$ cat src/rtl/psr_bank.sv
// Banked program status register: the CPSR plus one SPSR and one return-bank link
// per exception bank. The bank is entered on exception entry and left on return.
module psr_bank #(
  parameter int          FULLW       = 32,
  parameter int          FLAGSW      = 4,
  parameter int          FLAGS_START = 28,
  parameter int          MODEW       = 5,
  parameter int          IBIT        = 7,
  parameter int          NBANK       = 4,
  parameter logic [31:0] RESET_VAL   = 32'h0000_00D3,
  localparam int         BW          = (NBANK > 1) ? $clog2(NBANK) : 1,
  localparam int         NLANE       = FULLW / 8
) (
  input  logic              clk_i,
  input  logic              rst_n_i,
  input  logic              stall_i,
  input  logic [FLAGSW-1:0] setflags_i,
  input  logic [FLAGSW-1:0] flagswd_i,
  input  logic              exc_req_i,
  input  logic [BW-1:0]     exc_bank_i,
  input  logic [MODEW-1:0]  exc_mode_i,
  input  logic              exc_ret_i,
  input  logic              msr_we_i,
  input  logic              msr_spsr_i,
  input  logic [NLANE-1:0]  msr_be_i,
  input  logic [FULLW-1:0]  msr_wd_i,
  output logic [FULLW-1:0]  cpsr_o,
  output logic [FULLW-1:0]  spsr_o,
  output logic [BW-1:0]     cur_bank_o,
  output logic              irq_masked_o,
  output logic              err_o
);

  logic [FULLW-1:0] cpsr_q, cpsr_d;
  logic [BW-1:0]    cur_bank_q, cur_bank_d;
  logic             err_q, err_d;
  // Entry 0 of each array belongs to the user bank and is never written.
  logic [FULLW-1:0] spsr_q [NBANK];
  logic [FULLW-1:0] spsr_d [NBANK];
  logic [BW-1:0]    prev_q [NBANK];
  logic [BW-1:0]    prev_d [NBANK];

  always_comb begin
    cpsr_d     = cpsr_q;
    cur_bank_d = cur_bank_q;
    err_d      = 1'b0;
    spsr_d     = spsr_q;
    prev_d     = prev_q;

    if (stall_i) begin
      err_d = 1'b0;
    end else if (exc_req_i) begin
      if (exc_bank_i == '0 || int'(exc_bank_i) >= NBANK) begin
        err_d = 1'b1;
      end else begin
        spsr_d[exc_bank_i]     = cpsr_q;
        prev_d[exc_bank_i]     = cur_bank_q;
        cur_bank_d             = exc_bank_i;
        cpsr_d[MODEW-1:0]      = exc_mode_i;
        cpsr_d[IBIT]           = 1'b1;
      end
    end else if (exc_ret_i) begin
      if (cur_bank_q == '0) begin
        err_d = 1'b1;
      end else begin
        cpsr_d     = spsr_q[cur_bank_q];
        cur_bank_d = prev_q[cur_bank_q];
      end
    end else if (msr_we_i) begin
      if (!msr_spsr_i) begin
        // User mode may only touch the flag byte; other lanes drop silently.
        for (int k = 0; k < NLANE; k++) begin
          if (msr_be_i[k] && (cur_bank_q != '0 || k == NLANE - 1)) begin
            cpsr_d[8*k +: 8] = msr_wd_i[8*k +: 8];
          end
        end
      end else if (cur_bank_q == '0) begin
        err_d = 1'b1;
      end else begin
        for (int k = 0; k < NLANE; k++) begin
          if (msr_be_i[k]) begin
            spsr_d[cur_bank_q][8*k +: 8] = msr_wd_i[8*k +: 8];
          end
        end
      end
    end else begin
      for (int i = 0; i < FLAGSW; i++) begin
        if (setflags_i[i]) begin
          cpsr_d[FLAGS_START+i] = flagswd_i[i];
        end
      end
    end
  end

  always_ff @(posedge clk_i or negedge rst_n_i) begin
    if (!rst_n_i) begin
      cpsr_q     <= RESET_VAL[FULLW-1:0];
      cur_bank_q <= '0;
      err_q      <= 1'b0;
      for (int b = 0; b < NBANK; b++) begin
        spsr_q[b] <= '0;
        prev_q[b] <= '0;
      end
    end else begin
      cpsr_q     <= cpsr_d;
      cur_bank_q <= cur_bank_d;
      err_q      <= err_d;
      spsr_q     <= spsr_d;
      prev_q     <= prev_d;
    end
  end

  assign cpsr_o       = cpsr_q;
  assign spsr_o       = (cur_bank_q == '0) ? '0 : spsr_q[cur_bank_q];
  assign cur_bank_o   = cur_bank_q;
  assign irq_masked_o = cpsr_q[IBIT];
  assign err_o        = err_q;

endmodule

$ cat config.mk
export PLATFORM = sky130hd
export DESIGN_NAME = psr_bank
export DESIGN_NICKNAME = d
export VERILOG_FILES = /design/src/rtl/psr_bank.sv
export SDC_FILE = /design/constraint.sdc
export NUM_CORES = 1
export LEC_CHECK = 0
export BUFFER_PORTS_ARGS = -buffer_cell sky130_fd_sc_hd__buf_2
export CAP_MARGIN = 20
export CORE_MARGIN = 10
export CORE_UTILIZATION = 48
export CTS_BUF_LIST = sky130_fd_sc_hd__clkbuf_4
export DETAILED_ROUTE_END_ITERATION = 8
export HOLD_SLACK_MARGIN = 0.06
export PLACE_DENSITY_LB_ADDON = 0.15
export SYNTH_ARGS = -nofsm -noshare
export SYNTH_HDL_FRONTEND = slang
export SYNTH_SLANG_ARGS = --single-unit
$ cat constraint.sdc
create_clock -name clk_i -period 2.4 [get_ports clk_i]
set_clock_uncertainty 0.05 [all_clocks]
set_input_delay 0.48 -clock clk_i [delete_from_list [all_inputs] [get_ports clk_i]]
set_output_delay 0.48 -clock clk_i [all_outputs]
set_load 0.02 [all_outputs]
# Yosys cells after proc, flatten, opt, wreduce, memory -nomap -nowiden
# Index checks and enable logic that the tools add are counted.
# op_classes
n_lt_le_gt_ge,4
n_eq_ne,9
n_mux,81
bitwise_logic,5
reduce_logical,34
# op_table
cell,count
two-way mux 128 bit,28
bitwise mux 128 bit,5
demux 32 bit (select 2 bit),5
two-way mux 32 bit,8
binary-select mux 32 bit (select 2 bit),1
AND reduction 6 bit,10
two-way mux 8 bit,5
two-way mux 28 bit,1
two-way mux 24 bit,1
nonzero test 2 bit,9
nonzero test 3 bit,6
two-way mux 16 bit,1
two-way mux 2 bit,7
two-way mux 1 bit,13
two-way mux 5 bit,2
!= test 2 bit (second input constant),5
!= test 3 bit (second input constant),3
bitwise mux 8 bit,1
>= comparator 3 bit (second input constant),2
less-than comparator 3 x 1 -> 1 bit (second input constant),2
NOT 2 -> 3 bit,2
logical AND 1 bit,5
binary-select mux 2 bit (select 2 bit),1
demux 2 bit (select 2 bit),1
other kinds (6),9
# word_totals
ff_bits,171
output_inout_bits,68

# Depth between registers and ports, before layout
# depth
word_depth,36
ltp_mapped,7

# Worst setup path after synthesis
# OpenSTA, ideal clock, no wires.
# synth_path
path_kind,flip-flop to output port
start,"reg cur_bank_q[0], in the netlist cur_bank_o[0]"
end,out spsr_o[0]
t_arrival_ns,2.189
required_ns,1.870
path_slack_ns,-0.319
stages_incl_launch_ff,8
path_buffers,5
cell_sequence,dfrtp_1 buf_2 buf_2 buf_2 buf_2 clkbuf_1 nand2_1 o21ai_0
# synth_via
elab_chain_len,5
# synth_rtl
element,line,rtl
"start, declared",35,"logic [BW-1:0] cur_bank_q, cur_bank_d;"
"start signal, assigned",106,cur_bank_q <= cur_bank_d;
NOT 2 -> 3 bit (not written as such),114,assign spsr_o = (cur_bank_q == '0) ? '0 : spsr_q[cur_bank_q];
binary-select mux 32 bit (select 2 bit),114,
two-way mux 32 bit (not written as such) (2 in series),114,
two-way mux 32 bit *,114,
"end, declared",28,"output logic [FULLW-1:0] spsr_o,"
# Mark *: on every way between the ends. The rest lies on a longest branch, timed or not. The select of a mux whose other input is x is not followed.

# Worst setup path in the final report
# layout_path
start,"reg cur_bank_q[0], in the netlist cur_bank_o[0]"
end,out spsr_o[19]
# Same word-level chain as after synthesis.

==> flow_metrics.tcl <==
set metrics [dict create \
    status "complete, but fails checks" \
    violations "setup timing" \
    top_layer_used "met4" \
    synth_edf_count 0 \
    relSlewSlack 0.586 \
    critical-path-top-delay-family "multiplexers" \
    yosysSeqAreaShare 0.467 \
    nNetsFinal 1022 \
    ios 126 \
    grt_pass1_wl_um 44300 \
    rr_startpoint "cur_bank_o[1]" \
    clkSlewWorstSetupHoldPaths_ps 150 \
    crit_path_cell_trace "buf_12 -> buf_12 -> mux4_2 -> and2_4 -> buf_6" \
    routed_via_density 6.32 \
    stdcell_area_um2 11100 \
    cp.arrival_ps 2140 \
    cellLeakagePower_nw 5.24 \
    core_area_um2 18800 \
    initial_utilization 0.489 \
    r2r_end "spsr_q[24]" \
    synth_cells 848 \
    period_minus_slack_ps 2670 \
    synth_cell_types 49 \
    setup_viol 31 \
    wl_per_cell_um 23.9 \
    clk_latency_ps 600 \
    min_path_cells 3 \
    fin_ws_ps -271 \
    async_flop_share 1.00 \
    dr_wl_met3_um 2250 \
    period_share 1.11 \
    slowest_stage "mux4_2" \
    reg2reg_depth 6 \
    synth.ff_latch_count 171 \
    cp-start-kind "flop" \
    vias 7659 \
    htree_levels 4 \
    wl_um 28900 \
    hold_slack_ps 110 \
    ys.flop_type "dfrtp_1" \
    route.detailed.drc 0 \
    path_class "flop to primary output" \
    yosysWarnings 0 \
    slew_violations 0 \
    min_path_type "input port to flop" \
    crit_fanout 8 \
    gp_congestion 0.826 \
    drive_above_1_share 0.441 \
    ir_worst_vdd_mv 0.405 \
    die_x_um 158 \
    nFillCells 1550 \
    dieArea_um2 25100 \
    avgSynthCellArea_um2 10.8 \
    die_h_um 158 \
    worst_pin_slew_ps 620 \
    rows 50 \
    drtPass1Iterations 5 \
    synth_fp_nets 906 \
    dr.first_iter.drc_count 772 \
    portBuffers 125 \
    maxCapViolations 0 \
    layout_commonest_cell "dfrtp_1" \
    clockBufferDepth 2 \
    cts-root-buf "clkbuf_4" \
    grt_max_degree 63 \
    fmax_mhz 374 \
    worstPathRequired_ps 1870 \
    crit_path_max_incr_delay_ps 570 \
    grt_pass1_vias 7992 \
    r2r_setup_slack_ps 50 \
    rsz0062_at_grt "yes" \
    power.total_mw 8.55 \
    syn_area_um2 9190 \
    antenna_found_initial 1 \
    holdPathEnd "cpsr_o[2]" \
    grt_overflow 0 \
    gr-usage-all-layers 0.229 \
    hold_path.startpoint "exc_mode_i[2]" \
    hpwl_um 18400 \
    cts_num_sinks 171 \
    syn_to_final_growth_pct 20.5 \
    worstSetupStartpoint "cur_bank_o[0]" \
    tns_ps -5960 \
    critPathCaptureType "primary output" \
    cp_common_cell "buf_12" \
    met1Wirelength_um 12200 \
    final_antenna_net_count 0 \
    critPathBufInv 3 \
    place_area_um2 10300 \
    wl_met2_um 13800 \
    p_per_area_nw_per_um2 772 \
    cts_made_buffers 17 \
    final_cell_mix "dfrtp_1 (164), mux2_2 (109), buf_2 (104), nand2_1 (101), o22ai_1 (100)" \
    cts_tree "yes" \
    hold_viol 0 \
]
-- worst max path at each step --
stage	to	slack [ps]	cells past startpoint
floorplan	spsr_o[7]	20	6
global placement	spsr_q[27]	30	6
detailed placement	spsr_q[64]	20	7
CTS	spsr_o[9]	-270	6
global route	spsr_o[10]	-320	6
finish	spsr_o[19]	-270	5
-- metal layers --
layer  vias to the layer above  global-route usage
met5                         -                   0
met4                         0              0.0953
met3                        62              0.0529
met2                       375               0.369
met1                      3843               0.292
li1                       3379                   -
-- per-stage QoR --
stage / std cells / utilization / worst slack [ps]
detailed placement: 1153 / 0.546 / 15.2
global route: 1212 / 0.590 / -324
finish: 1212 / 0.590 / -271
floorplan: 848 / - / 17.1
global placement: 1153 / 0.546 / 33.7
CTS: 1207 / 0.584 / -272
-- timing repair --
| action | in CTS | in global routing |
|---|---|---|
| buffers inserted | 19 | 4 |
| pin swaps | 9 | 3 |
| gates resized for setup | 70 | 19 |
| endpoints found under the hold margin | 57 | 0 |
| hold buffers | 1 | 0 |
| cloned | 2 | 1 |
| endpoints found under the setup margin | 33 | 58 |
-- kinds of logic after synthesis --
group,synth area share
flip-flops,0.467
multiplexers,0.215
buffers and inverters,0.0488
AO/OA/AOI/OAI,0.182
AND/OR/NAND/NOR,0.0875
-- report_power, final --
part	switching, mW	internal, mW
clock network	1.11	0.534
logic	1.73	1.51
registers	0.340	3.34
-- flip-flops by register name, summed over array words and instances (netlist names) --
register / flops
cpsr_o: 32
cur_bank_o: 2
prev_q: 8
spsr_q: 128
err_o: 1
-- final cells by class --
cell class	instances	area (µm²)	area share
sequential	171	4290	0.387
antenna	1	2.50	0.000226
timing repair buffer	201	1640	0.148
clock buffer	17	128	0.0115
inverter	6	22.5	0.00203
tap	234	293	0.0264
clock inverter	15	141	0.0128
multi-input combinational	567	4560	0.412
-- worst register-to-register path, stage by stage, from the launching register on --
cell,delay [ps]
dfrtp_2,550
buf_4,170
nor3_2,50
a2111o_1,430
buf_12,180
or2_1,440
mux2_4,380
-- Yosys cell counts, types with 6 or more instances --
master | instances | area share
mux4_2 | 16 | 0.039
mux2_4 | 16 | 0.026
nor2_1 | 24 | 0.0098
mux2_2 | 113 | 0.14
buf_2 | 7 | 0.0038
o22ai_1 | 100 | 0.068
a21oi_4 | 8 | 0.014
dfrtp_1 | 166 | 0.45
a21oi_1 | 24 | 0.013
a222oi_1 | 12 | 0.013
a21o_1 | 19 | 0.016
o21ai_0 | 22 | 0.012
and2_1 | 8 | 0.0054
nand2_1 | 110 | 0.045
a211oi_1 | 12 | 0.0098
mux2i_1 | 6 | 0.0065
or2_2 | 8 | 0.0054
a22o_1 | 16 | 0.015
inv_1 | 6 | 0.0025
clkbuf_1 | 89 | 0.036
Note: power is estimated with default switching activity, not from simulation.
